### src/rtl/tt_um_operand_stager_if.sv
// Pin bundle for the operand stager tile.
// The host drives the operand/control pins; the tile drives the result/status pins.
interface tt_um_operand_stager_if;
    logic [7:0] ui_in;
    logic [7:0] uio_in;
    logic [7:0] uo_out;
    logic [7:0] uio_out;
    logic [7:0] uio_oe;

    modport master (output ui_in, uio_in, input uo_out, uio_out, uio_oe);
    modport slave  (input ui_in, uio_in, output uo_out, uio_out, uio_oe);
endinterface

### src/rtl/tt_um_operand_stager.sv
// Two-strobe operand stager feeding an 8-bit adder; registers the sum, carry and signed overflow.
// Define ADDER_STAGE_ACCUM_EN to keep accumulating into the running sum after each ack.
module tt_um_operand_stager #(
    parameter int SYNC_STAGES = 2
) (
    input  logic                         clk,
    input  logic                         rst_n,
    input  logic                         ena,
    tt_um_operand_stager_if.slave        bus
);
    typedef enum logic [1:0] {IDLE, GOT_A, RESULT} state_t;

    state_t                 state_q, state_d;
    logic [SYNC_STAGES-1:0] strobe_sync, ack_sync, clr_sync;
    logic                   strobe_prev, ack_prev;
    logic                   strobe_edge, ack_edge, clr_lvl;
    logic [7:0]             a_q, b_q, sum_q;
    logic                   carry_q, ovf_q;
    logic [8:0]             sum_full;
    logic                   load_a, load_b, reload_a, clear;

    // Each control pin gets its own synchronizer; the previous-value flops feed the edge detectors.
    always_ff @(posedge clk or negedge rst_n) begin
        if (!rst_n) begin
            strobe_sync <= '0;
            ack_sync    <= '0;
            clr_sync    <= '0;
            strobe_prev <= 1'b0;
            ack_prev    <= 1'b0;
        end else begin
            strobe_sync <= {strobe_sync[SYNC_STAGES-2:0], bus.uio_in[0]};
            ack_sync    <= {ack_sync[SYNC_STAGES-2:0],    bus.uio_in[1]};
            clr_sync    <= {clr_sync[SYNC_STAGES-2:0],    bus.uio_in[2]};
            strobe_prev <= strobe_sync[SYNC_STAGES-1];
            ack_prev    <= ack_sync[SYNC_STAGES-1];
        end
    end

    assign strobe_edge = strobe_sync[SYNC_STAGES-1] & ~strobe_prev;
    assign ack_edge    = ack_sync[SYNC_STAGES-1] & ~ack_prev;
    assign clr_lvl     = clr_sync[SYNC_STAGES-1];

    always_ff @(posedge clk or negedge rst_n) begin
        if (!rst_n) state_q <= IDLE;
        else        state_q <= state_d;
    end

    always_comb begin
        state_d  = state_q;
        load_a   = 1'b0;
        load_b   = 1'b0;
        reload_a = 1'b0;
        clear    = 1'b0;
        if (clr_lvl) begin
            clear   = 1'b1;
            state_d = IDLE;
        end else begin
            case (state_q)
                IDLE: begin
                    if (strobe_edge) begin
                        load_a  = 1'b1;
                        state_d = GOT_A;
                    end
                end
                GOT_A: begin
                    if (strobe_edge) begin
                        load_b  = 1'b1;
                        state_d = RESULT;
                    end
                end
                RESULT: begin
                    // Strobes here are dropped, and an ack in the same cycle wins.
                    if (ack_edge) begin
`ifdef ADDER_STAGE_ACCUM_EN
                        reload_a = 1'b1;
                        state_d  = GOT_A;
`else
                        state_d  = IDLE;
`endif
                    end
                end
                default: state_d = IDLE;
            endcase
        end
    end

    assign sum_full = {1'b0, a_q} + {1'b0, bus.ui_in};

    always_ff @(posedge clk or negedge rst_n) begin
        if (!rst_n) begin
            a_q     <= '0;
            b_q     <= '0;
            sum_q   <= '0;
            carry_q <= 1'b0;
            ovf_q   <= 1'b0;
        end else if (clear) begin
            a_q     <= '0;
            b_q     <= '0;
            sum_q   <= '0;
            carry_q <= 1'b0;
            ovf_q   <= 1'b0;
        end else begin
            if (load_a)        a_q <= bus.ui_in;
            else if (reload_a) a_q <= sum_q;
            if (load_b) begin
                b_q     <= bus.ui_in;
                sum_q   <= sum_full[7:0];
                carry_q <= sum_full[8];
                ovf_q   <= (a_q[7] == bus.ui_in[7]) && (sum_full[7] != a_q[7]);
            end
        end
    end

    assign bus.uo_out  = sum_q;
    assign bus.uio_out = {state_q == GOT_A, ovf_q, carry_q, state_q == RESULT, 4'b0000};
    assign bus.uio_oe  = 8'hF0;

    // B is kept for observability only; ena and the upper control pins have no function.
    logic unused_ok;
    assign unused_ok = &{1'b0, ena, bus.uio_in[7:3], b_q};
endmodule

### src/flat_wrapper.sv
// flat-port wrapper written by rule: the top's interface ports become plain ports
module tt_um_operand_stager_flat 
#(
    parameter int SYNC_STAGES = 2
)
  (clk, rst_n, ena, bus_ui_in, bus_uio_in, bus_uo_out, bus_uio_out, bus_uio_oe);
  tt_um_operand_stager_if bus_i ();
  input  logic clk;
  input  logic rst_n;
  input  logic ena;
  input wire logic [$bits(bus_i.ui_in)-1:0] bus_ui_in;
  input wire logic [$bits(bus_i.uio_in)-1:0] bus_uio_in;
  output wire logic [$bits(bus_i.uo_out)-1:0] bus_uo_out;
  output wire logic [$bits(bus_i.uio_out)-1:0] bus_uio_out;
  output wire logic [$bits(bus_i.uio_oe)-1:0] bus_uio_oe;
  assign bus_i.ui_in = bus_ui_in;
  assign bus_i.uio_in = bus_uio_in;
  assign bus_uo_out = bus_i.uo_out;
  assign bus_uio_out = bus_i.uio_out;
  assign bus_uio_oe = bus_i.uio_oe;
  tt_um_operand_stager #(.SYNC_STAGES(SYNC_STAGES)) u_core (.clk(clk), .rst_n(rst_n), .ena(ena), .bus(bus_i));
endmodule
### config.mk
export PLATFORM = sky130hd
export DESIGN_NAME = tt_um_operand_stager_flat
export DESIGN_NICKNAME = d
export VERILOG_FILES = /design/src/rtl/tt_um_operand_stager_if.sv /design/src/rtl/tt_um_operand_stager.sv /design/src/flat_wrapper.sv
export SDC_FILE = /design/constraint.sdc
export NUM_CORES = 1
export LEC_CHECK = 0
export ABC_CLOCK_PERIOD_IN_PS = 2800
export CAP_MARGIN = 20
export CORE_MARGIN = 2
export CORE_UTILIZATION = 46
export CTS_CLUSTER_SIZE = 16
export DETAILED_ROUTE_END_ITERATION = 10
export HOLD_SLACK_MARGIN = 0.12
export PLACE_DENSITY = 0.75
export SLEW_MARGIN = 25
export SYNTH_ARGS = -nofsm -noshare
export SYNTH_HDL_FRONTEND = slang
export SYNTH_SLANG_ARGS = --single-unit
### constraint.sdc
create_clock -name clk -period 2.8 [get_ports clk]
set_clock_uncertainty 0.2 [all_clocks]
set_input_delay 0.84 -clock clk [delete_from_list [all_inputs] [get_ports clk]]
set_output_delay 0.84 -clock clk [all_outputs]
set_load 0.005 [all_outputs]
# == Yosys cells after proc, flatten, opt, wreduce, memory -nomap -nowiden ==
# Cells that the tools add are included.
# Widths: inputs -> output; s select.
# word_totals
register_bits,28
inputBits,19
output_inout_bits,24
elab_cells,46
# classes
n_addsub,1
n_eq_ne,7
mux,19
n_bitwise,4
n_reduce_logical,5
# op_table
cell,n
$mux 8,4
$mux 1,10
$add 8x8->9,1
$ne 3x1->1 const B,3
$mux 2,4
$pmux 2 s3,1
$reduce_bool 2->1,2
$reduce_and 3->1,1
$and 1x1->1,2
$eq 2x1->1 const B,1
$eq 2x2->1 const B,1
$logic_not 2->1,1
$not 1->1,2
$eq 1x1->1,1
$logic_and 1x1->1,1
$ne 1x1->1,1

# == Longest topological paths before layout ==
# logic_depth
depth_word,7
mapped_depth,7
depth_no_buf,7

# == Worst setup path before layout ==
# OpenSTA, ideal clock, no wires.
# synth_timing
path_type,input-to-reg
from,in bus_ui_in[0]
to,reg u_core.sum_q[6] (netlist: u_core.bus.uo_out[6])
setup_ns,0.121
arrival_time_ns,2.251
required_ns,2.479
slack_ns,0.228
path_stages,7
n_path_buf,0
path_cell_list,ha_1 -> fa_1 -> a211oi_1 -> o21bai_1 -> a21o_1 -> xor2_1 -> a22o_1
# synth_between
elab_chain_len,3
# synth_rtl
item,line_no,text
"start, declared",flat_wrapper.sv:11,input wire logic [$bits(bus_i.ui_in)-1:0] bus_ui_in;
$add 8x8->9,tt_um_operand_stager.sv:87,"assign sum_full = {1'b0, a_q} + {1'b0, bus.ui_in};"
$mux 8,tt_um_operand_stager.sv:105,if (load_b) begin
$mux 8,tt_um_operand_stager.sv:96,end else if (clear) begin
"end signal, assigned",tt_um_operand_stager.sv:107,sum_q <= sum_full[7:0];
"end, declared",tt_um_operand_stager.sv:17,"logic [7:0] a_q, b_q, sum_q;"
# Every way passes these cells. The select of a mux whose other input is x is not followed.
# A chain may end at the register's enable or synchronous reset.

# == Worst setup path after layout ==
# Same ends and word-level chain as after synthesis.

==> run metrics <==
DIE AREA=3550 um2; PD cells=roughly 440 nW/um2; clock root buffer master=clkbuf_4; # IOs=43; WL/cell=12.5 um; Leak Pwr=approximately 0.00080 uW; initial antenna violation count=0; # clock sinks=28; Worst Hold Path Cells=0; worst-path fanout max=2; count leader, synth=dfrtp_1; Global Route Usage Sum=roughly 15%; Slew Limit Fails=0; cell row count=20; endpoints failing setup=0; crit share post-route=95.5%; max_cap viols=0; Yosys cell types=27; slew margin rel.=between 30% and 40%; Worst VDD drop=just under 300 uV; reg2reg path depth=7; Die Y=approximately 60 um; clk buf depth=2; filler instances=around 270; final net count=190; Initial Util=a little under half; Seq/Total Area, Yosys=approximately half; vias in the first global route=just under 1k; ys flop type=dfrtp_1; outcome=finished clean; CP Cell Sequence=clkdlybuf4s50_1 > ha_1 > fa_1 > a211oi_2 > o21bai_1 > a21o_1 > xor2_1 > a22o_1; Slowest-stage cell, CP=clkdlybuf4s50_1; Overall Power=roughly 760 uW; Post-Syn Instances=about 140; Setup Total Neg Slack=0 ns; yosys warns=0; Clk pin slew, worst setup/hold paths=0.14 ns; Avg Cell Area, Syn=~11 um2; largest net degree at the start of global routing=29; Pre-antenna DRT Iters=6; number of port buffers=24; RSZ-0062 raised after global routing=no; Tightest Pin Transition=roughly 0.91 ns; Antenna Violating Nets Remaining=0; Via density=5.06; Detailed Place HPWL=between 1500 and 2000 um; HP Class=flop to flop; DIE WIDTH=59.6 um; CTS Buf Count=3; Worst-Skew Late Latency=roughly 0.32 ns; GR Overflow Total=0; dpl ws=-0.277 ns; Buf/Inv on CP=1; post-synth top area cell=dfrtp_1; Vias=~980; critical path arrival=2.71 ns; post-route minimum period=~2.7 ns; Area contributors post-synth=dfrtp_1, buf_4, ha_1; Setup Buffers After CTS=0; fraction of layout cells with a size suffix above 1=8.07%; final core occ=about 57%; critical path startpoint category=primary input; Fin. Hold Viols=0; Max Freq=0.374 GHz; Core Footprint=roughly 3000 um2; WL final=about 2400 um; final worst setup slack=0.126 ns; Async SR Flop Fraction=between 90% and 100%; max incr delay on CP=between 0.4 and 0.5 ns; Post-synth EDFFs=0; Post-Syn Area=roughly 1400 um2; Setup CP Type=primary input to flop; top cell type's share of synthesized area=between 40% and 50%; CTS tree=built; global-route wire length before repair=a little over 4000 um; Yosys reg bits=28; DRC violations left=0; CP Capture Type=flop; Critical Path Stages=8; GPL Wtd Cong=0.769; Area growth syn-to-layout=19.9%; top cells by count, synth=dfrtp_1, nand2_1, a21oi_1, buf_4; ANT cells=0; First DRT Iteration DRCs=18; CTS H-tree depth=1; family with the most delay on the worst path=compound AO/OA/AOI/OAI gates; Crit path required time=2.83 ns
## cell usage in the layout (no fill, tap or decap), types with 4 or more instances in the layout
| cell type | count |
|---|---|
| clkdlybuf4s50_1 | 24 |
| xnor2_1 | 5 |
| dfrtp_1 | 28 |
| ha_1 | 8 |
| a21oi_1 | 14 |
| buf_4 | 6 |
| nand2_1 | 20 |
| o21ai_0 | 4 |
| conb_1 | 12 |
| a22o_1 | 8 |
## through the flow
step / std cells / cell area [um2] / hold WS (ns)
after floorplan: 145 / 1460 / 0.131
after global placement: 190 / 1660 / 0.133
after detailed placement: 190 / 1660 / 0.143
after CTS: 194 / 1700 / 0.176
after global routing: 194 / 1710 / 0.181
final: 194 / 1710 / 0.168
## final timing paths
check / to / slack (ns) / start
setup / recovery: u_core.bus.uo_out[6] / 0.13 / bus_ui_in[0]
hold / removal: u_core.strobe_sync[1] / 0.17 / u_core.strobe_sync[0]
setup reg to reg: u_core.bus.uo_out[6] / 0.69 / u_core.a_q[0]
hold reg to reg: u_core.strobe_sync[1] / 0.17 / u_core.strobe_sync[0]
max in group asynchronous: u_core.carry_q / 1.49 / rst_n
min in group asynchronous: u_core.a_q[6] / 0.66 / rst_n
## cell type report
type	instances	area (um2)	share of cell area [%]
clock buffer	4	36.3	2.13
inverter	3	11.3	0.660
multi-input combinational	96	631	37.0
sequential	28	701	41.1
tap	33	41.3	2.42
timing repair buffer	30	285	16.7
## sequential cells by signal (all words and copies together) (netlist names)
signal              count
u_core.ack_sync         2
u_core.ovf_q            1
u_core.bus.uo_out       8
u_core.state_q          2
u_core.ack_prev         1
u_core.carry_q          1
u_core.a_q              8
u_core.strobe_sync      2
u_core.strobe_prev      1
u_core.clr_sync         2
## power breakdown
part | internal (uW) | switching, uW
registers | 420 | 12.3
logic | 65.1 | 65.2
clock network | 79.5 | 113
total | 565 | 191
## cells by family (layout without fill, tap and decap cells)
logic type / after synthesis / count (layout) / synth area share [%]
compound gates: 38 / 38 / 17.8
simple gates: 29 / 29 / 9.67
flops: 28 / 28 / 49.3
buf+inv: 21 / 37 / 9.41
fa+ha+maj: 9 / 9 / 8.44
xor+xnor: 8 / 8 / 4.93
other cells: 2 / 12 / 0.528
## metal layers
metal / vias up / wire, um / track usage, %
met5: - / 0 / 0
met2: 27 / 1090 / 25.0
met3: 4 / 103 / 1.97
met1: 459 / 1210 / 20.4
met4: 0 / 30 / 5.40
li1: 492 / - / -
## timing repair
item	in CTS	in global routing
resized for setup	0	1
hold buffers	0	0
setup endpoints to repair	0	1
## worst reg2reg max path, cell delays in order (launching register included)
cell and delay (ns):
dfrtp_1 0.41, ha_1 0.21, fa_1 0.40, a211oi_2 0.20, o21bai_1 0.10, a21o_1 0.20, xor2_1 0.14, a22o_1 0.17
Power figures use the tool's default switching activity.
